--- config.mk ---
export PLATFORM = sky130hd
export DESIGN_NAME = bsdecoder_flat
export DESIGN_NICKNAME = d
export VERILOG_FILES = /design/src/rtl/bsdec_pkg.sv /design/src/rtl/bsdecoder_if.sv /design/src/rtl/bsdec_accum.sv /design/src/rtl/bsdecoder.sv /design/src/flat_wrapper.sv
export SDC_FILE = /design/constraint.sdc
export NUM_CORES = 1
export LEC_CHECK = 0
export ABC_AREA = 1
export CORE_ASPECT_RATIO = 0.9
export CORE_MARGIN = 5
export CORE_UTILIZATION = 54
export DETAILED_ROUTE_END_ITERATION = 6
export PLACE_DENSITY = 0.84
export SLEW_MARGIN = 10
export SYNTH_ARGS = -nofsm -noshare
export SYNTH_HDL_FRONTEND = slang
export SYNTH_HIERARCHICAL = 1
export SYNTH_SLANG_ARGS = --single-unit
--- constraint.sdc ---
create_clock -name iClk -period 1.9 [get_ports iClk]
set_input_delay 0.285 -clock iClk [delete_from_list [all_inputs] [get_ports iClk]]
set_output_delay 0.285 -clock iClk [all_outputs]
set_load 0.02 [all_outputs]
--- src/rtl/bsdec_pkg.sv ---
// Shared types and width-derived constants for the unary bitstream decoder.
// Optional build macro: BSDEC_BIPOLAR_EN (signed result mapping).
package bsdec_pkg;

  typedef enum logic {
    IDLE  = 1'b0,
    ACCUM = 1'b1
  } state_e;

  // Window length N = 2^bw enabled samples
  function automatic int win_len(input int bw);
    return 1 << bw;
  endfunction

  function automatic int half_len(input int bw);
    return 1 << (bw - 1);
  endfunction

  function automatic int umax_val(input int bw);
    return (1 << bw) - 1;
  endfunction

endpackage

--- src/rtl/bsdecoder_if.sv ---
// Handshake and result bundle between a unary compute lane and the decoder.
// Optional build macro: BSDEC_BIPOLAR_EN (changes only the meaning of oData).
interface bsdecoder_if #(
  parameter int BITWIDTH = 8
);

  logic                iStart;
  logic                iEn;
  logic                iBit;
  logic                oBusy;
  logic                oValid;
  logic [BITWIDTH-1:0] oData;

  modport master (
    output iStart,
    output iEn,
    output iBit,
    input  oBusy,
    input  oValid,
    input  oData
  );

  modport slave (
    input  iStart,
    input  iEn,
    input  iBit,
    output oBusy,
    output oValid,
    output oData
  );

endinterface

--- src/rtl/bsdec_accum.sv ---
// Window and ones counters for one accumulation window of 2^BITWIDTH enabled samples.
// Optional build macro: BSDEC_BIPOLAR_EN (not used here; counting is mapping-independent).
module bsdec_accum #(
  parameter int BITWIDTH = 8
) (
  input  logic              iClk,
  input  logic              iRst,
  input  logic              clear,
  input  logic              enable,
  input  logic              sample_bit,
  output logic [BITWIDTH:0] ones_count,
  output logic              last_sample
);

  logic [BITWIDTH-1:0] win_q;
  logic [BITWIDTH-1:0] win_d;
  logic [BITWIDTH:0]   ones_q;
  logic [BITWIDTH:0]   ones_d;

  always_comb begin
    win_d  = win_q;
    ones_d = ones_q;
    if (clear) begin
      win_d  = '0;
      ones_d = '0;
    end else if (enable) begin
      win_d  = win_q + BITWIDTH'(1);
      ones_d = ones_q + (BITWIDTH+1)'(sample_bit);
    end
  end

  always_ff @(posedge iClk or posedge iRst) begin
    if (iRst) begin
      win_q  <= '0;
      ones_q <= '0;
    end else begin
      win_q  <= win_d;
      ones_q <= ones_d;
    end
  end

  // Count includes the current sample so the top can register the final total on the last edge
  assign ones_count  = ones_d;
  assign last_sample = enable && !clear && (win_q == {BITWIDTH{1'b1}});

endmodule

--- src/rtl/bsdecoder.sv ---
// Unary bitstream decoder: counts ones over 2^BITWIDTH enabled samples and emits the binary value.
// Optional build macro: BSDEC_BIPOLAR_EN selects a saturated two's-complement result.
module bsdecoder
  import bsdec_pkg::*;
#(
  parameter int BITWIDTH = 8
) (
  input logic        iClk,
  input logic        iRst,
  bsdecoder_if.slave bus
);

  localparam logic [BITWIDTH:0] WIN_LEN = (BITWIDTH+1)'(win_len(BITWIDTH));
`ifdef BSDEC_BIPOLAR_EN
  localparam logic [BITWIDTH-1:0] HALF = BITWIDTH'(half_len(BITWIDTH));
`else
  localparam logic [BITWIDTH-1:0] UMAX = BITWIDTH'(umax_val(BITWIDTH));
`endif

  state_e              state_q;
  state_e              state_d;
  logic                busy_q;
  logic                busy_d;
  logic                valid_q;
  logic                valid_d;
  logic [BITWIDTH-1:0] data_q;
  logic [BITWIDTH-1:0] data_d;
  logic [BITWIDTH-1:0] mapped;
  logic [BITWIDTH:0]   ones_count;
  logic                last_sample;
  logic                acc_clear;
  logic                acc_enable;

  // Gating by state keeps unknown iEn/iBit in IDLE away from the counters
  assign acc_clear  = (state_q == IDLE);
  assign acc_enable = (state_q == ACCUM) && bus.iEn;

  bsdec_accum #(
    .BITWIDTH (BITWIDTH)
  ) u_accum (
    .iClk        (iClk),
    .iRst        (iRst),
    .clear       (acc_clear),
    .enable      (acc_enable),
    .sample_bit  (bus.iBit),
    .ones_count  (ones_count),
    .last_sample (last_sample)
  );

  // Only a full window of ones reaches N, which is the single value needing saturation
  always_comb begin
`ifdef BSDEC_BIPOLAR_EN
    if (ones_count >= WIN_LEN) begin
      mapped = HALF - BITWIDTH'(1);
    end else begin
      mapped = ones_count[BITWIDTH-1:0] ^ HALF;
    end
`else
    if (ones_count >= WIN_LEN) begin
      mapped = UMAX;
    end else begin
      mapped = ones_count[BITWIDTH-1:0];
    end
`endif
  end

  always_comb begin
    state_d = state_q;
    valid_d = 1'b0;
    data_d  = data_q;
    unique case (state_q)
      IDLE: begin
        if (bus.iStart) begin
          state_d = ACCUM;
        end
      end
      ACCUM: begin
        if (last_sample) begin
          state_d = IDLE;
          valid_d = 1'b1;
          data_d  = mapped;
        end
      end
      default: begin
        state_d = IDLE;
      end
    endcase
    busy_d = (state_d == ACCUM);
  end

  always_ff @(posedge iClk or posedge iRst) begin
    if (iRst) begin
      state_q <= IDLE;
      busy_q  <= 1'b0;
      valid_q <= 1'b0;
      data_q  <= '0;
    end else begin
      state_q <= state_d;
      busy_q  <= busy_d;
      valid_q <= valid_d;
      data_q  <= data_d;
    end
  end

  assign bus.oBusy  = busy_q;
  assign bus.oValid = valid_q;
  assign bus.oData  = data_q;

endmodule

--- src/flat_wrapper.sv ---
// flat-port wrapper written by rule: the top's interface ports become plain ports
module bsdecoder_flat import bsdec_pkg::*;
#(
  parameter int BITWIDTH = 8
)
  (iClk, iRst, bus_iStart, bus_iEn, bus_iBit, bus_oBusy, bus_oValid, bus_oData);
  bsdecoder_if #(.BITWIDTH(BITWIDTH)) bus_i ();
  input logic iClk;
  input logic iRst;
  input wire logic [$bits(bus_i.iStart)-1:0] bus_iStart;
  input wire logic [$bits(bus_i.iEn)-1:0] bus_iEn;
  input wire logic [$bits(bus_i.iBit)-1:0] bus_iBit;
  output wire logic [$bits(bus_i.oBusy)-1:0] bus_oBusy;
  output wire logic [$bits(bus_i.oValid)-1:0] bus_oValid;
  output wire logic [$bits(bus_i.oData)-1:0] bus_oData;
  assign bus_i.iStart = bus_iStart;
  assign bus_i.iEn = bus_iEn;
  assign bus_i.iBit = bus_iBit;
  assign bus_oBusy = bus_i.oBusy;
  assign bus_oValid = bus_i.oValid;
  assign bus_oData = bus_i.oData;
  bsdecoder #(.BITWIDTH(BITWIDTH)) u_core (.iClk(iClk), .iRst(iRst), .bus(bus_i));
endmodule
==> impl_metrics.json <==
{
  "insertion_delay_ns": 0.32,
  "slew_headroom_pct": 58.3,
  "r2r_cells": 10,
  "synth_cell_types": 19,
  "finalCriticalPeriod_ns": 1.72,
  "p_leak_nw": 0.895,
  "cpMostUsedCell": "nand2_1",
  "setup-violations-final": 0,
  "netlist_instances": 176,
  "power.switching_mw": 0.489,
  "fmax_mhz": 582,
  "maxCapViolCount": 0,
  "dpl_cell_area_sq_um": 1570,
  "grt_pass1_wl_microns": 4580,
  "finClkSkew_ns": 0.00172,
  "dr.pass1.iters": 5,
  "initialDrtViolationCount": 48,
  "final_util_pct": 65.9,
  "die_area_sq_um": 3600,
  "drive_gt1_share_pct": 11.0,
  "chipWidth_microns": 62.7,
  "finalCritPeriodShare_pct": 90.4,
  "final_area_sq_um": 1600,
  "via_per_inst": 4.91,
  "synth-seq-cells": 27,
  "crit_path_end_kind": "flip-flop",
  "r2r-start": "u_core/u_accum/win_q[0]",
  "cp_cell_sequence": "ha_1 > inv_1 > nor2_1 > nand2_1 > nor4_1 > buf_4 > nand2_4 > inv_2 > nand2_1 > nand2_1",
  "synth-warning-count": 6,
  "root_buffer": "clkbuf_4",
  "power_frac_comb_pct": 25.2,
  "numCtsBuffers": 3,
  "reg2reg_to": "u_core/bus.oData[1]",
  "synth.cell_area_sq_um": 1350,
  "wl_per_cell_microns": 11.4,
  "routabilityCongestion": 0.804,
  "max_stage_delay_ns": 0.45,
  "cp_slowest_cell": "dfrtp_1",
  "grt_pass1_vias": 1083,
  "synth_nets": 184,
  "wl_microns": 2590,
  "syn_to_final_growth_pct": 18.6,
  "power_frac_clock_pct": 18.0,
  "cts_tree": "done",
  "port_buffers": 14,
  "power_frac_seq_pct": 56.8,
  "required_ns": 2.18,
  "hold_violations": 0,
  "placeableCoreArea_sq_um": 2420,
  "drt.antenna.violating_nets": 0,
  "gr-total-overflow": 0,
  "clk_pin_slew_worst_paths_ns": 0.14,
  "dp_hpwl_microns": 2070,
  "clk_path_buf_depth": 2,
  "power.internal_mw": 0.897,
  "fp-row-count": 17,
  "synth.area.top_cells": "dfrtp_1, nand2_1, inv_1",
  "cp-start-kind": "flip-flop",
  "cts_sinks": 27,
  "drc_errors": 0,
  "num-nets-final": 209,
  "vias": 1120,
  "worst_pin_slew_ns": 0.625,
  "antenna_found_initial": 0,
  "rsz0062_at_grt": "false",
  "crit_arrival_ns": 1.99,
  "synth_top_area_cell": "dfrtp_1",
  "htree_levels": 1,
  "hold_class": "in -> async",
  "status": "finished clean",
  "diodes": 0,
  "io_pins": 15,
  "ir_drop_v": 0.000597,
  "grt_max_degree": 18,
  "whs_ns": 0.244,
  "synthDominantCellAreaShare_pct": 50.1,
  "fillers": 192,
  "p_per_area_nw_per_um2": 868,
  "die_h_microns": 57.4,
  "track_usage_pct": 15.5,
  "cts_hold_buf": 0,
  "r2r_slack_ns": 0.18,
  "start_util_pct": 55.6,
  "syn_avg_cell_area_sq_um": 7.66,
  "worstSetupPathType": "reg -> reg",
  "swShare_pct": 35.3,
  "ys_seq_area_share_pct": 50.1,
  "crit_fanout": 10,
  "maxSlewViolCount": 0
}
-- cells in the final DEF, fill, tap and decap left out, types with 2 or more instances in the layout --
cell type and count:
nor2_4 2, nand2_1 64, inv_2 3, clkdlybuf4s50_1 14, ha_1 3, buf_4 8, nand3_1 8, clkbuf_4 3
nor2_1 20, nand4_1 2, nand2_4 2, inv_1 25, a21oi_1 8, nor2_2 2, o21ai_0 4, dfrtp_1 26
-- power groups by stage --
stage / clock [mW] / combinational, mW / sequential [mW]
CTS: 0.261 / 0.350 / 0.784
global placement: 0 / 0.323 / 0.787
floorplan: 0 / 0.272 / 0.771
detailed placement: 0 / 0.349 / 0.796
finish: 0.250 / 0.349 / 0.787
global route: 0.284 / 0.401 / 0.805
-- final cells by class --
| cell class | count | area, sq um | share of cell area, % |
|---|---|---|---|
| Multi-Input combinational cell | 119 | 551 | 34.5 |
| Tap cell | 28 | 35.0 | 2.19 |
| Sequential cell | 27 | 677 | 42.4 |
| Clock buffer | 3 | 22.5 | 1.41 |
| Inverter | 28 | 105 | 6.58 |
| Timing Repair Buffer | 22 | 200 | 12.5 |
| Clock inverter | 1 | 7.51 | 0.470 |
-- layer usage --
layer  track usage (%)  share of wire [%]  vias up
li1                  -                  -      579
met1              19.5                 48      512
met2              26.9                 47       25
met3              2.76                3.7        4
met4              5.45                1.7        0
met5                 0                  0        -
-- worst max path at each step --
stage / startpoint / end / slack, ns / depth (start not counted)
after floorplan: u_core/bus.oBusy / u_core/bus.oData[0] / 0.18 / 9
after global placement: bus_iEn / u_core/bus.oData[7] / -0.07 / 10
after detailed placement: bus_iBit / u_core/bus.oData[7] / -0.15 / 12
after CTS: u_core/bus.oBusy / bus_oBusy / 0.16 / 1
after global routing: u_core/bus.oBusy / u_core/bus.oData[7] / 0.009 / 11
final: u_core/u_accum/win_q[0] / u_core/bus.oData[1] / 0.18 / 10
-- per-stage QoR --
stage / power, mW / cells / setup TNS [ns] / setup slack, ns
after floorplan: 1.04 / 176 / 0 / 0.175
after detailed placement: 1.14 / 224 / -1.12 / -0.149
final: 1.39 / 228 / 0 / 0.182
after global placement: 1.11 / 224 / -0.498 / -0.0688
after CTS: 1.39 / 228 / 0 / 0.157
after global routing: 1.49 / 228 / 0 / 0.00943
-- timing repair --
item	in CTS	in global routing
gates resized for setup	0	1
setup endpoints to repair	0	8
setup buffers	0	0
-- logic make-up (layout without fill, tap and decap cells) --
group	count (synthesis)	after routing	share of synthesized area, %
adder cells (fa/ha/maj)	3	3	2.79
AO/OA/AOI/OAI	13	13	4.83
AND/OR/NAND/NOR	102	102	32.6
buffers and inverters	30	54	9.01
XOR/XNOR	1	1	0.650
flip-flops	27	27	50.1
-- synth_stat cells --
library cell and instances:
nor2_2 2, xnor2_1 1, inv_2 3, nand2_1 64
nand2_4 2, nand3b_1 1, buf_2 1, dfrtp_1 27
a21oi_1 8, ha_1 3, buf_6 1, nand4_1 2
inv_1 25, nor2_1 20, o21ai_0 4, nand3_1 8
nor2_4 2, nor4_1 1, o21ai_1 1
-- worst max-delay path, delay by kind of cell, from the launching register on --
kind,cells,cell delay [ns]
AND/OR/NAND/NOR,6,0.63
flip-flops,1,0.45
buffers and inverters,3,0.37
adder cells (fa/ha/maj),1,0.22
-- flip-flops by register name, indices dropped and copies added, names as in the netlist --
signal                 count
u_core/bus.oBusy           1
u_core/u_accum/win_q       8
u_core/bus.oData           8
u_core/bus.oValid          1
u_core/u_accum/ones_q      9
(Power assumes the default switching activity.)
